[src/rtl/serial_adder_pkg.sv]
// Shared types and constants for the bit-serial adder sequencer.
package serial_adder_pkg;

    localparam int DEFAULT_WIDTH = 8;

    typedef enum logic [1:0] {
        ST_IDLE = 2'd0,
        ST_RUN  = 2'd1,
        ST_DONE = 2'd2
    } state_t;

endpackage

[src/rtl/serial_adder_ctrl_fulladder_bit.sv]
// One-bit full adder assembled from two cascaded half-adder stages.
module fulladder_bit (
    input  logic x,
    input  logic y,
    input  logic ci,
    output logic s,
    output logic co
);

    logic w_s1;
    logic w_c1;
    logic w_c2;

    assign w_s1 = x ^ y;
    assign w_c1 = x & y;
    assign s    = w_s1 ^ ci;
    assign w_c2 = w_s1 & ci;
    assign co   = w_c1 | w_c2;

endmodule

[src/rtl/serial_adder_ctrl.sv]
// Bit-serial WIDTH-bit adder: one full-adder cell, LSB first, start/busy/done handshake.
module serial_adder_ctrl
    import serial_adder_pkg::*;
#(
    parameter int WIDTH = DEFAULT_WIDTH
) (
    input  logic             clk,
    input  logic             rst_n,
    input  logic             start,
    input  logic [WIDTH-1:0] a,
    input  logic [WIDTH-1:0] b,
    input  logic             cin,
    output logic             busy,
    output logic             done,
    output logic [WIDTH-1:0] sum,
    output logic             cout
);

    localparam int CW = $clog2(WIDTH);
    localparam logic [CW-1:0] LAST_BIT = CW'(WIDTH - 1);

    state_t           r_state;
    logic [WIDTH-1:0] r_ra;
    logic [WIDTH-1:0] r_rb;
    logic [WIDTH-1:0] r_psum;
    logic             r_carry;
    logic [CW-1:0]    r_cnt;

    logic             w_s;
    logic             w_co;
    logic [WIDTH-1:0] w_psum_next;

    fulladder_bit u_fa (
        .x  (r_ra[0]),
        .y  (r_rb[0]),
        .ci (r_carry),
        .s  (w_s),
        .co (w_co)
    );

    // New bit enters at the MSB so the full sum is aligned after WIDTH shifts.
    assign w_psum_next = {w_s, r_psum[WIDTH-1:1]};

    always_ff @(posedge clk or negedge rst_n) begin
        if (!rst_n) begin
            r_state <= ST_IDLE;
            r_ra    <= '0;
            r_rb    <= '0;
            r_psum  <= '0;
            r_carry <= 1'b0;
            r_cnt   <= '0;
            busy    <= 1'b0;
            done    <= 1'b0;
            sum     <= '0;
            cout    <= 1'b0;
        end else begin
            case (r_state)
                ST_IDLE: begin
                    if (start) begin
                        r_ra    <= a;
                        r_rb    <= b;
                        r_carry <= cin;
                        r_cnt   <= '0;
                        r_psum  <= '0;
                        busy    <= 1'b1;
                        r_state <= ST_RUN;
                    end
                end
                ST_RUN: begin
                    r_ra    <= r_ra >> 1;
                    r_rb    <= r_rb >> 1;
                    r_carry <= w_co;
                    r_psum  <= w_psum_next;
                    if (r_cnt == LAST_BIT) begin
                        sum     <= w_psum_next;
                        cout    <= w_co;
                        busy    <= 1'b0;
                        done    <= 1'b1;
                        r_state <= ST_DONE;
                    end else begin
                        r_cnt <= r_cnt + 1'b1;
                    end
                end
                ST_DONE: begin
                    done    <= 1'b0;
                    r_state <= ST_IDLE;
                end
                default: begin
                    busy    <= 1'b0;
                    done    <= 1'b0;
                    r_state <= ST_IDLE;
                end
            endcase
        end
    end

endmodule

[config.mk]
export PLATFORM = sky130hd
export DESIGN_NAME = serial_adder_ctrl
export DESIGN_NICKNAME = d
export VERILOG_FILES = /design/src/rtl/serial_adder_pkg.sv /design/src/rtl/serial_adder_ctrl_fulladder_bit.sv /design/src/rtl/serial_adder_ctrl.sv
export SDC_FILE = /design/constraint.sdc
export NUM_CORES = 1
export LEC_CHECK = 0
export BUFFER_PORTS_ARGS = -buffer_cell sky130_fd_sc_hd__buf_2
export CAP_MARGIN = 20
export CORE_ASPECT_RATIO = 2
export CORE_MARGIN = 2
export CORE_UTILIZATION = 54
export DETAILED_ROUTE_END_ITERATION = 7
export PLACE_DENSITY = 0.86
export SLEW_MARGIN = 20
export SYNTH_ARGS = -nofsm -noshare
export SYNTH_HDL_FRONTEND = slang
export SYNTH_SLANG_ARGS = --single-unit
[constraint.sdc]
create_clock -name clk -period 2 [get_ports clk]
set_input_delay 0 -clock clk [delete_from_list [all_inputs] [get_ports clk]]
set_output_delay 0 -clock clk [all_outputs]
set_load 0.02 [all_outputs]
; Yosys cells after proc, flatten, opt, wreduce, memory -nomap -nowiden
; Index checks and enable logic that the tools add are counted.
; W data, S select, Z words.
[word_totals]
reg_bits = 41
inputBits = 20
out_inout_bits = 11
wordCells = 51
[op_classes]
n_addsub = 1
eq_ne = 6
n_mux = 19
n_bitwise = 7
n_reduce_logical = 8
[op_table]
columns = op, n
row1 = $pmux W8 S2, 3
row2 = $mux W8, 3
row3 = $reduce_and A2 Y1, 4
row4 = $mux W3, 2
row5 = $ne A2 B2 Y1 const B, 3
row6 = $pmux W3 S2, 1
row7 = $reduce_and A3 Y1, 2
row8 = $mux W1, 4
row9 = $mux W2, 2
row10 = $pmux W1 S2, 2
row11 = $pmux W2 S2, 1
row12 = $add A3 B1 Y3 const B, 1
row13 = $eq A3 B3 Y1 const B, 1
row14 = $pmux W1 S3, 1
row15 = $and A1 B1 Y1, 2
row16 = $eq A2 B1 Y1 const B, 1
row17 = $eq A2 B2 Y1 const B, 1
row18 = $logic_not A2 Y1, 1
row19 = $not A1 Y1, 2
row20 = $reduce_bool A2 Y1, 1
row21 = $xor A1 B1 Y1, 2
row22 = $or A1 B1 Y1, 1

; Longest topological paths before layout
[depth]
depth_word = 4
mapped_depth = 6
depth_no_buf = 5

; Hierarchy
; Synthesis repeated with hierarchy kept, for this count alone.
[hier_totals]
hier_cells = 157
area_unflattened_um2 = 1830.5
[by_module_without_submodules]
columns = module, instances, cells_per_inst, area_per_inst_um2, seq_area_each_um2
row1 = serial_adder_ctrl, 1, 156, 1810.5, 1001.0
row2 = fulladder_bit, 1, 1, 20.0, 0.0

; Least setup slack after synthesis
; OpenSTA, ideal clock, no wires.
[synth_path]
path_kind = register to register
start = register r_cnt[0]
end = register cout
setup_ns = 0.125
arrival_ns = 1.342
required_time_ns = 1.875
slack_ns = 0.534
stages_incl_launch_ff = 6
path_buffers = 1
synth_period_minus_slack_ns = 1.466
path_cell_list = dfrtp_1 > ha_1 > ha_1 > buf_2 > nand2_4 > mux2_2
[synth_via]
elab_chain_len = 2
[synth_lines]
columns = element, line_no
row1 = "start, declared", serial_adder_ctrl.sv:27  ; logic [CW-1:0] r_cnt;
row2 = "start signal, assigned", serial_adder_ctrl.sv:81  ; r_cnt <= r_cnt + 1'b1;
row3 = $eq A3 B3 Y1, serial_adder_ctrl.sv:74  ; if (r_cnt == LAST_BIT) begin
row4 = $reduce_and A2 Y1 (no source line), -
row5 = "end signal, assigned", serial_adder_ctrl.sv:76  ; cout <= w_co;
row6 = "end, declared", serial_adder_ctrl.sv:16  ; output logic cout
; Every way passes these cells.
; A chain may end at the register's enable or synchronous reset.

; Worst setup path in the final report
[layout_path]
start = register r_cnt[0]
end = register sum[1]
[layout_via]
elab_chain_len = 2
[layout_lines]
columns = element, line_no
row1 = $eq A3 B3 Y1, serial_adder_ctrl.sv:74
row2 = $reduce_and A2 Y1 (no source line), -
row3 = "end signal, assigned", serial_adder_ctrl.sv:75  ; sum <= w_psum_next;
row4 = "end, declared", serial_adder_ctrl.sv:15  ; output logic [WIDTH-1:0] sum,
; Every way passes these cells.

==> metrics.md <==
| Metric | Value |
|---|---|
| Most common cell after layout, fill and taps aside | `dfrtp_1` |
| Worst-path clk slew | `0.07 ns` |
| Fin nets | `191` |
| Total GRT Usage | `20.8%` |
| Largest cells by area after synthesis | `dfrtp_1, o22ai_1, mux2_2` |
| Skew-Pair Late Insertion Delay | `0.29 ns` |
| Fin crit share | `78.3%` |
| Vias in the first global route | `1253` |
| CP arrival | `1.74 ns` |
| Die area | `3670 um^2` |
| Hold Vio Cnt, Final | `0` |
| CTS buffer count | `5` |
| Final setup fails | `0` |
| First-pass GRT wire length | `5.75 mm` |
| Die H | `83.7 um` |
| Diodes inserted | `0` |
| Vias | `1258` |
| Vias per cell | `6.29` |
| Placed cell area | `1840 um^2` |
| Max-slew violations | `0` |
| Final period demand of the worst path | `1.57 ns` |
| Hpwl dp | `2.34 mm` |
| Routed wire length | `3.41 mm` |
| Crit path required time | `2.17 ns` |
| Synthesized flop and latch total | `40` |
| Synth Area per Inst | `12.4 um^2` |
| H-tree Lvls | `2` |
| Post-synth EDFFs | `0` |
| Share of layout cells above drive strength 1 | `29.6%` |
| Initial Util | `55.6%` |
| DR WL/cell | `17.0 um` |
| Port bufs | `30` |
| Static Leak | `0.000936 uW` |
| Clk sinks | `40` |
| Post-synthesis cell type with the largest combined area | `dfrtp_1` |
| Cell repeated most along the worst path | `ha_1` |
| Maximum VDD drop | `1.11 mV` |
| Worst-path cell chain | `ha_1, ha_1, nand2_4, mux2_2` |
| Most frequent cells in the layout | `dfrtp_1, buf_2, o22ai_1, a21oi_1` |
| DRT Pass-1 Iters | `6` |
| Clock skew | `0.00170 ns` |
| RSZ-0062 raised after global routing | `false` |
| Clock buffer depth | `2` |
| Crit path capture type | `flop` |
| Post-route cell area | `1980 um^2` |
| FP Rows | `29` |
| Headroom to the max-slew limit | `43.0%` |
| PwrDens | `1610 nW/um^2` |
| Antenna viol nets, final | `0` |
| FMAX | `638 MHz` |
| CP max stage delay | `0.42 ns` |
| Worst-path maximum fanout | `10` |
| WS Path Type | `flop to flop` |
| Syn-to-layout area delta | `15.5%` |
| Io pins | `31` |
| CP max-delay cell | `dfrtp_1` |
| Iteration-0 DRC Markers | `37` |
| Seq/Total Area, Yosys | `58.4%` |
| GRT overflow | `0` |
| Cell Area, Synth | `1710 um^2` |
| CTS tree | `done` |
| CORE AREA | `3080 um^2` |
| Worst min-delay path class | `input port to flop` |
| Status | `complete, no violations` |
| Worst slew pin tran | `0.855 ns` |
| Post-CTS Setup Inserts | `0` |
| Top FF cell, synth | `dfrtp_1` |
| Synthesized Nets | `161` |
| Chip width | `43.8 um` |
| Ys async rst share | `100%` |
| Maximum number of pins on one net before global-route repair | `41` |
| Netlist cell types | `27` |
| Antenna violations before repair | `0` |
| Setup TNS | `0 ns` |
| Startpoint types | `flop` |
| Syn Inst Count | `138` |
| CTS Root Cell | `clkbuf_8` |
| YS warnings | `0` |
| DRC violations left | `0` |
| Post-synth top area share | `58.4%` |
| Max-cap viol count | `0` |
| GP Congestion | `0.798` |
-- cell usage after synthesis, types with 3 or more instances --
master,n
dfrtp_1,40
a21oi_1,12
a22o_1,9
inv_1,3
o2bb2ai_1,3
buf_2,6
mux2_2,9
o22ai_1,21
nor2_1,4
a2bb2oi_1,5
-- sequential cells by signal, indices dropped and copies added (netlist names) --
name,flops
r_ra,8
r_rb,8
sum,8
r_psum,7
r_cnt,3
r_state,2
busy,1
cout,1
done,1
r_carry,1
-- power by group --
part,switching (uW),leakage (uW),internal [uW]
Clock,270,0.0000552,370
Sequential,263,0.000484,1160
Combinational,594,0.000397,532
-- worst max-delay path, delay by kind of cell (launching register included) --
kind	cells	cell delay (ns)
AND/OR/NAND/NOR	1	0.18
flip-flops	1	0.42
adder cells (fa/ha/maj)	2	0.50
multiplexers	1	0.35
-- path summary, 6_finish.rpt --
check | start | end | slack [ns] | cells past startpoint
max | r_cnt[0] | sum[1] | 0.43 | 4
min | a[6] | r_ra[6] | 0.01 | 3
max reg2reg | r_cnt[0] | sum[1] | 0.43 | 4
min reg2reg | r_psum[1] | r_psum[1] | 0.50 | 1
max in group asynchronous | rst_n | sum[5] | 1.11 | 2
min in group asynchronous | rst_n | r_ra[2] | 0.36 | 2
-- stage by stage --
step	total power, uW	util (%)	setup slack, ns	hold WS [ns]	instances
finish	3180	64.2	0.433	0.0119	200
detailed placement	2550	59.8	0.440	0.152	189
floorplan	2270	-	0.534	-0.296	138
global placement	2480	59.8	0.506	0.147	189
CTS	3220	64.2	0.417	0.00920	200
global route	3400	64.2	0.368	0.0314	200
-- kinds of logic after synthesis --
| group | after synthesis | synth area share (%) |
|---|---|---|
| buffers and inverters | 14 | 4.60 |
| adders and majority gates | 3 | 2.63 |
| muxes | 9 | 5.91 |
| AOI/OAI and AO/OA | 55 | 22.3 |
| DFF | 40 | 58.4 |
| and+or+nand+nor | 17 | 6.13 |
-- timing repair --
action	in CTS	in global routing
hold endpoints to repair	42	0
hold buffers	3	0
gates resized for setup	0	0
-- area by class of cell --
cell class	instances	area, um^2
fill	245	1100
sequential	40	1000
multi-input combinational	84	634
timing repair buffer	34	188
clock buffer	6	72.6
tap	31	38.8
clock inverter	2	35.0
inverter	3	11.3
-- layer usage --
metal	share of wire (%)	up-vias	wire [um]	GRT usage [%]
li1	-	579	-	-
met1	44	627	1500	28.5
met2	50	47	1700	31.0
met3	4.3	5	148	4.76
met4	1.8	0	60	9.09
met5	0	-	0	0
(Power assumes the default switching activity.)
